<file path="src/rtl/ni_read_rqst_queue_pkg.sv">
// Router / PE shared header: flit layout, router info codes and PE widths.
package ni_read_rqst_queue_pkg;

  localparam int unsigned ROUTER_WIDTH    = 36;
  localparam int unsigned INFO_MSB        = 35;
  localparam int unsigned INFO_LSB        = 32;
  localparam int unsigned ADDR_MSB        = 31;
  localparam int unsigned ADDR_LSB        = 16;
  localparam int unsigned DATA_MSB        = 15;
  localparam int unsigned DATA_LSB        = 0;

  localparam int unsigned PE_ACT_NO_WIDTH = 6;
  // Activation number lives in addr[6:1]
  localparam int unsigned ACT_ADDR_LSB    = ADDR_LSB + 1;

  typedef enum logic [3:0] {
    ROUTER_INFO_CONFIG        = 4'd0,
    ROUTER_INFO_CALC          = 4'd1,
    ROUTER_INFO_READ          = 4'd2,
    ROUTER_INFO_BROADCAST     = 4'd3,
    ROUTER_INFO_FIN_BROADCAST = 4'd4,
    ROUTER_INFO_FIN_COMP      = 4'd5,
    ROUTER_INFO_UV            = 4'd6
  } router_info_e;

endpackage

</file>
<file path="src/rtl/ni_read_rqst_queue_sync_fifo.sv">
// Generic circular FIFO with extra-MSB pointers; push while full is honoured only alongside a pop.
module sync_fifo #(
  parameter int unsigned WIDTH = 8,
  parameter int unsigned DEPTH = 4
) (
  input  logic             clk,
  input  logic             rst,
  input  logic             push,
  input  logic             pop,
  input  logic [WIDTH-1:0] wdata,
  output logic             full,
  output logic             empty,
  output logic [WIDTH-1:0] rdata
);

  localparam int unsigned AW = $clog2(DEPTH);

  logic [WIDTH-1:0] mem [DEPTH];
  logic [AW:0]      wr_ptr;
  logic [AW:0]      rd_ptr;
  logic             do_push;
  logic             do_pop;

  assign empty   = (wr_ptr == rd_ptr);
  assign full    = (wr_ptr[AW] != rd_ptr[AW]) && (wr_ptr[AW-1:0] == rd_ptr[AW-1:0]);
  assign do_pop  = pop && !empty;
  assign do_push = push && (!full || do_pop);
  assign rdata   = mem[rd_ptr[AW-1:0]];

  always_ff @(posedge clk or posedge rst) begin
    if (rst) begin
      wr_ptr <= '0;
      rd_ptr <= '0;
      for (int unsigned i = 0; i < DEPTH; i++) mem[i] <= '0;
    end else begin
      if (do_push) begin
        mem[wr_ptr[AW-1:0]] <= wdata;
        wr_ptr              <= wr_ptr + (AW+1)'(1);
      end
      if (do_pop) rd_ptr <= rd_ptr + (AW+1)'(1);
    end
  end

endmodule

</file>
<file path="src/rtl/ni_read_rqst_queue.sv">
// NI read-request queue: buffers READ flit activation addresses and issues them when the router is ready.
// Optional simulation checks/prints under `NI_READ_RQST_QUEUE_CHECK_EN.
module ni_read_rqst_queue
  import ni_read_rqst_queue_pkg::*;
#(
  parameter int unsigned DEPTH = 4
) (
  input  logic                       clk,
  input  logic                       rst,
  input  logic                       in_data_valid,
  input  logic [ROUTER_WIDTH-1:0]    in_data,
  input  logic                       router_rdy,
  output logic                       read_rqst_read_en,
  output logic                       ni_read_rqst,
  output logic [PE_ACT_NO_WIDTH-1:0] ni_read_addr
);

  logic                       is_read;
  logic                       push;
  logic                       pop;
  logic                       full;
  logic                       empty;
  logic [PE_ACT_NO_WIDTH-1:0] head;
  logic [PE_ACT_NO_WIDTH-1:0] act_addr;
  logic                       unused_flit;

  assign is_read  = in_data_valid && (in_data[INFO_MSB:INFO_LSB] == ROUTER_INFO_READ);
  assign act_addr = in_data[ACT_ADDR_LSB +: PE_ACT_NO_WIDTH];
  assign unused_flit = ^{in_data[ADDR_MSB:ACT_ADDR_LSB+PE_ACT_NO_WIDTH],
                         in_data[ACT_ADDR_LSB-1:DATA_LSB]};

  // A full queue still accepts a READ when the head issues in the same cycle
  assign pop  = !empty && router_rdy;
  assign push = is_read && (!full || pop);

  sync_fifo #(
    .WIDTH (PE_ACT_NO_WIDTH),
    .DEPTH (DEPTH)
  ) u_fifo (
    .clk   (clk),
    .rst   (rst),
    .push  (push),
    .pop   (pop),
    .wdata (act_addr),
    .full  (full),
    .empty (empty),
    .rdata (head)
  );

  assign read_rqst_read_en = pop;
  assign ni_read_rqst      = pop;
  assign ni_read_addr      = pop ? head : '0;

`ifdef NI_READ_RQST_QUEUE_CHECK_EN
  always_ff @(posedge clk) begin
    if (!rst && is_read && full && !pop) begin
      $display("%0t ni_read_rqst_queue ERROR: READ pushed while full", $time);
      $finish;
    end
    if (!rst && pop) $display("%0t ni_read_rqst_queue issue ni_read_addr=%0d", $time, ni_read_addr);
  end
`endif

endmodule

</file>
<file path="config.mk">
export PLATFORM = sky130hd
export DESIGN_NAME = ni_read_rqst_queue
export DESIGN_NICKNAME = d
export VERILOG_FILES = /design/src/rtl/ni_read_rqst_queue_pkg.sv /design/src/rtl/ni_read_rqst_queue_sync_fifo.sv /design/src/rtl/ni_read_rqst_queue.sv
export SDC_FILE = /design/constraint.sdc
export NUM_CORES = 1
export LEC_CHECK = 0
export ABC_AREA = 1
export CORE_MARGIN = 3
export CORE_UTILIZATION = 45
export CTS_BUF_LIST = sky130_fd_sc_hd__clkbuf_4 sky130_fd_sc_hd__clkbuf_8 sky130_fd_sc_hd__clkbuf_16
export DETAILED_ROUTE_END_ITERATION = 8
export GPL_TIMING_DRIVEN = 0
export PLACE_DENSITY = 0.83
export RECOVER_POWER = 100
export SLEW_MARGIN = 25
export SYNTH_ARGS = -nofsm -noshare
export SYNTH_HDL_FRONTEND = slang
export SYNTH_SLANG_ARGS = --single-unit
export TNS_END_PERCENT = 100
</file>
<file path="constraint.sdc">
create_clock -name clk -period 2.23 [get_ports clk]
set_input_delay 0.3345 -clock clk [delete_from_list [all_inputs] [get_ports clk]]
set_output_delay 0.3345 -clock clk [all_outputs]
set_load 0.005 [all_outputs]
</file>
==> summary.md <==
| Metric | Value |
|---|---|
| H-tree level count | 2 |
| Worst-path fanout max | 7 |
| Final worst-path setup slack | 0.0838 ns |
| I/O pin count | 48 |
| Max-slew violations | 0 |
| WHS Path Cells | 2 |
| Final instance area | 1990 um^2 |
| GPL Wtd Cong | 0.910 |
| Synth top area share | 0.461 |
| FMAX | 466 MHz |
| Total number of vias | 1540 |
| Synth Cell Area | 1630 um^2 |
| Final HPWL DP | 2880 um |
| Clock slew at reported path FFs | 0.09 ns |
| Pre-Repair DR Iteration Count | 4 |
| First-pass GRT wire length | 6700 um |
| Area contributors post-synth | dfrtp_1, nand2_1, nand4_1 |
| Largest area contributor in the netlist | dfrtp_1 |
| Most common cell in the netlist | nand2_1 |
| Fin crit period | 2.15 ns |
| Starting density of the core | 0.477 |
| Grt ovf | 0 |
| Hold path start | u_fifo.mem[16] |
| Longest Clk Path Bufs | 2 |
| WS Path Type | register to primary output |
| Core region area | 3420 um^2 |
| DRC | 0 |
| Worst R2R Path Depth | 10 |
| Synthesized flop and latch total | 30 |
| Share of layout cells above drive strength 1 | 0.131 |
| Worst hold endpoint | u_fifo.mem[16] |
| Final ANT Viol Nets | 0 |
| CTS tree | done |
| Max cap viols | 0 |
| Crit start category | register |
| Syn. warnings | 0 |
| Arrival @ worst endpoint | 1.81 ns |
| Number of global-route vias before repair | 1447 |
| Antenna violations before repair | 0 |
| Reg2reg start | u_fifo.rd_ptr[1] |
| Clk Latency, worst-skew pair | 0.34 ns |
| GRT Total Usage | 0.205 |
| Syn nets | 256 |
| RR Endpoint | u_fifo.mem[17] |
| Post-synth top flop | dfrtp_1 |
| Antenna cells | 0 |
| Distinct cells, synth | 19 |
| Final Hold Fails | 0 |
| Worst Max-Slew Pin Slew | 1.11 ns |
| Max VDD drop | 0.403 mV |
| WL/cell | 14.1 um |
| Leak | 0.00102 uW |
| Final WL | 4100 um |
| Die area | 4380 um^2 |
| Via/cell ratio | 5.29 |
| Status | complete, no violations |
| R2R Setup Slk | 0.58 ns |
| CTS Hold Bufs | 0 |
| # nets final | 291 |
| Placed inst area | 1900 um^2 |
| Die height | 66.2 um |
| Row cnt | 21 |
| Pin count of the biggest net entering global routing | 31 |
| Cells after Synth | 211 |
| Async S/R FF share, synth | 1.00 |
| Worst EP required | 1.90 ns |
| Syn avg cell area | 7.72 um^2 |
| P&R area growth vs syn | 22.4% |
| CTS root buf | clkbuf_4 |
| Worst Skew | 0.00524 ns |
| Most common library cells after synthesis | nand2_1, dfrtp_1, nor2_1 |
| Number of synthesized flops with an enable pin | 0 |
| Port bufs | 21 |
| Die X-Extent | 66.2 um |
| Place WS | 0.00358 ns |
| Sequential area share after synthesis | 0.461 |
| Min-delay worst type | register to register |
| CP Capture Type | primary output |
| Num CTS Buffers | 5 |
| Slew headroom | 0.257 |
| Pwr dens | 1090 nW/um^2 |
| Sink Count | 30 |
| Fillers | 334 |
| DR iter-0 viols | 80 |
| Finish-stage setup viols | 0 |
| Ratio of final minimum period to clock period | 0.962 |
sequential cells by signal, indices dropped and copies added, names as in the netlist:
| register | count |
|---|---|
| u_fifo.wr_ptr | 3 |
| u_fifo.rd_ptr | 3 |
| u_fifo.mem | 24 |
worst max-delay path, cell delays in order, from the launching register on:
cell and delay, ns:
dfrtp_1 0.41, buf_6 0.14, inv_6 0.07, nand2_1 0.06, nand2_1 0.08, nor2_2 0.05, nand2_1 0.08, nand2_2 0.08
buf_6 0.14, a21oi_1 0.13, clkdlybuf4s15_1 0.23
report_power, final:
part | internal (uW) | switching, uW
Clock | 142 | 180
Sequential | 697 | 119
Combinational | 431 | 595
cell type report:
class | count | area [um^2] | area share
Buffer | 12 | 77.6 | 0.0389
Tap cell | 46 | 57.6 | 0.0289
Clock buffer | 6 | 51.3 | 0.0257
Timing Repair Buffer | 28 | 255 | 0.128
Multi-Input combinational cell | 160 | 761 | 0.382
Sequential cell | 30 | 752 | 0.377
Inverter | 9 | 38.8 | 0.0195
how the worst max path moves through the flow:
stage | from | endpoint | depth (start not counted) | slack, ns
final | u_fifo.rd_ptr[1] | ni_read_addr[5] | 10 | 0.08
after global placement | u_fifo.rd_ptr[1] | ni_read_addr[2] | 10 | 0.09
after CTS | u_fifo.rd_ptr[1] | ni_read_addr[0] | 10 | 0.04
after detailed placement | u_fifo.rd_ptr[1] | ni_read_addr[0] | 10 | 0.004
after floorplan | u_fifo.rd_ptr[1] | ni_read_addr[0] | 9 | 0.73
after global routing | u_fifo.rd_ptr[1] | ni_read_addr[0] | 10 | -0.0001
metrics by stage:
step	hold WS (ns)	total power (uW)	instances	TNS (ns)	util
2_1_floorplan	0.425	1430	211	0	-
3_3_place_gp	0.447	1730	278	0	0.555
3_5_place_dp	0.454	1760	278	0	0.555
4_1_cts	0.420	2140	289	0	0.583
5_1_grt	0.498	2350	291	-0.000130	0.584
6_report	0.474	2160	291	0	0.584
metal layers:
| metal | track usage | wire (um) | up-vias |
|---|---|---|---|
| li1 | - | - | 765 |
| met1 | 0.267 | 1810 | 713 |
| met2 | 0.317 | 1890 | 53 |
| met3 | 0.0646 | 303 | 9 |
| met4 | 0.0761 | 95 | 0 |
| met5 | 0 | 0 | - |
cells in the final DEF (no fill, tap or decap), types with 4 or more instances in the layout:
cell type        Yosys  routed
clkdlybuf4s15_1      0       5
nand2_1             74      74
inv_1                6       5
buf_2                5       5
nand4_1             25      25
nor2_1              27      27
buf_4                3       7
o21ai_0             12      12
clkdlybuf4s50_1      0      11
clkbuf_1             3       4
nand3_1              5       7
dfrtp_1             30      29
ha_1                 5       5
clkbuf_4             0       5
cell families after synthesis:
logic type	count (synthesis)	synth area share
flops	30	0.461
xor+xnor	1	0.00538
buf+inv	21	0.0637
fa+ha+maj	5	0.0384
simple gates	135	0.373
compound gates	19	0.0584
timing repair:
action | CTS | global route
pin swaps | 2 | 1
gates resized for setup | 14 | 12
endpoints found under the setup margin | 8 | 7
setup buffers | 5 | 1
gates cloned | 0 | 1
hold endpoints to repair | 0 | 0
Note: power is estimated with default switching activity, not from simulation.
==> patch, RTL diff (config.mk and constraints unchanged) <==
The package constant `PE_ACT_NO_WIDTH` goes from 6 to 12.
--- a/src/rtl/ni_read_rqst_queue_pkg.sv
+++ b/src/rtl/ni_read_rqst_queue_pkg.sv
@@ -11,3 +11,3 @@
 
-  localparam int unsigned PE_ACT_NO_WIDTH = 6;
+  localparam int unsigned PE_ACT_NO_WIDTH = 12;
   // Activation number lives in addr[6:1]
Interface: changed (resized ni_read_addr); port bits go from 48 to 54. No check against the original RTL was run, so the function may have changed too.
==> patch against the original RTL <==
  * The run now ends with setup timing left
  * Cell count increased by 68%
  * Sequential cell count up 24
  * Synthesized area increased by 74%
  * Worst setup slack got worse by 0.089 ns
  * Clock power is 73% higher
  * Wire length grew 100%
  * Synthesized cell count grew 73%
  * Sequential power up 74%
  * Design area grew 74%
  * Non-clock buffer count rose by 30
  * Total power up 75%
  * Critical endpoint is now ni_read_addr[8]
==> patch: results <==
INSERT INTO impl_metrics (metric_group, metric, value, unit) VALUES
('outcome', 'status', 'finished with violations', ''),
('outcome', 'violations_in_the_final_reports', 'setup timing', ''),
('cells_and_area', 'largest_registers', 'u_fifo.mem (48), u_fifo.rd_ptr (3), u_fifo.wr_ptr (3)', ''),
('cells_and_area', 'proportion_of_layout_cells_with_a_drive_suffix_above_1', '14.5', '%'),
('synth', 'mapped_nets', '411', ''),
('global_route', 'first_global_vias', '2721', ''),
('clocking', 'clockRootBuffer', 'clkbuf_8', ''),
('routing', 'vias_per_cell', '5.87', ''),
('global_route', 'track_usage', '23.7', '%'),
('timing', 'max-slew-margin-rel', '25.8', '%'),
('timing', 'finalSetupViolCount', '2', ''),
('setup_path', 'timing.critical_path.fanout_max', '10', ''),
('synth', 'ys_top_cells_by_count', 'nand2_1 (121), dfrtp_1 (54), nor2_1 (52)', ''),
('place', 'hpwl', '5620', 'um'),
('cells_and_area', 'design.final.nets', '459', ''),
('timing', 'final.setup_skew', '0.00645', 'ns'),
('routing', 'firstDrtPassIters', '5', ''),
('timing', 'totalNegativeSetupSlack', '-0.00749', 'ns'),
('power_and_ir_drop', 'p_int', '2.19', 'mW'),
('timing', 'setup_ws', '-0.00498', 'ns');
patch: changes by cell type after synthesis, sizes merged, moves of 6 or more:
cell	change
a21oi	+6
nand2	+46
buf	+11
clkbuf	+6
nor2	+24
o21ai	+12
dfrtp	+24
nand4	+24
patch: worst max-delay path: cells and delay by family, from the launching register on:
| family | cells | cell delay [ns] |
|---|---|---|
| DFF | 1 | 0.41 |
| AOI/OAI and AO/OA | 1 | 0.14 |
| buffers and inverters | 4 | 0.63 |
| and+or+nand+nor | 5 | 0.39 |
patch: layer usage:
layer | track usage, % | share of wire [%] | up-vias
met5 | 0 | 0 | -
met4 | 10.2 | 2.6 | 0
met3 | 3.20 | 8.4 | 26
met2 | 39.7 | 50 | 184
met1 | 30.6 | 39 | 1353
li1 | - | - | 1307
patch: logic make-up after synthesis:
logic type,after synthesis,share of synthesized area [%]
compound gates,37,6.53
xor+xnor,1,0.309
fa+ha+maj,5,2.21
buf+inv,39,7.59
flops,54,47.7
simple gates,230,35.7
patch: per-stage QoR:
step	utilization, %	cells	cell area (um2)
final	57.5	489	3460
after global routing	57.5	489	3460
after CTS	56.9	486	3430
after detailed placement	54.1	474	3260
after global placement	54.1	474	3260
after floorplan	-	366	2830
patch: timing repair:
action	in CTS	in global routing
endpoints found under the hold margin	0	0
hold buffers	0	0
setup buffers	5	4
resized for setup	36	8
endpoints found under the setup margin	14	12
pin swaps	2	1
patch: area by class of cell:
cell class              instances  area (um2)
well taps                      75        93.8
clock buffers                   7        83.8
plain buffers                  28         199
flip-flops and latches         54        1350
repair buffers                 42         388
inverters                      10        45.0
multi-input cells             273        1300
fillers                       531        2560
patch: power by group through the flow:
stage                     Sequential, mW  Combinational [mW]  Clock, mW
after CTS                           1.41                1.72      0.555
after global routing                1.45                2.01      0.591
after floorplan                     1.37                1.04          0
after global placement              1.41                1.55          0
final                               1.42                1.82      0.554
after detailed placement            1.42                1.60          0
patch: final timing paths:
kind	endpoint	start	slack [ns]	cells past startpoint
worst max-delay path	ni_read_addr[8]	u_fifo.rd_ptr[0]$_DFFE_PP0P_	-0.005	10
worst min-delay path	u_fifo.mem[8]$_DFFE_PP0P_	u_fifo.mem[8]$_DFFE_PP0P_	0.47	2
worst max register to register	u_fifo.mem[4]$_DFFE_PP0P_	u_fifo.rd_ptr[0]$_DFFE_PP0P_	0.59	10
worst min register to register	u_fifo.mem[8]$_DFFE_PP0P_	u_fifo.mem[8]$_DFFE_PP0P_	0.47	2
max in group asynchronous	u_fifo.wr_ptr[1]$_DFFE_PP0P_	rst	0.71	2
min in group asynchronous	u_fifo.mem[40]$_DFFE_PP0P_	rst	0.75	2
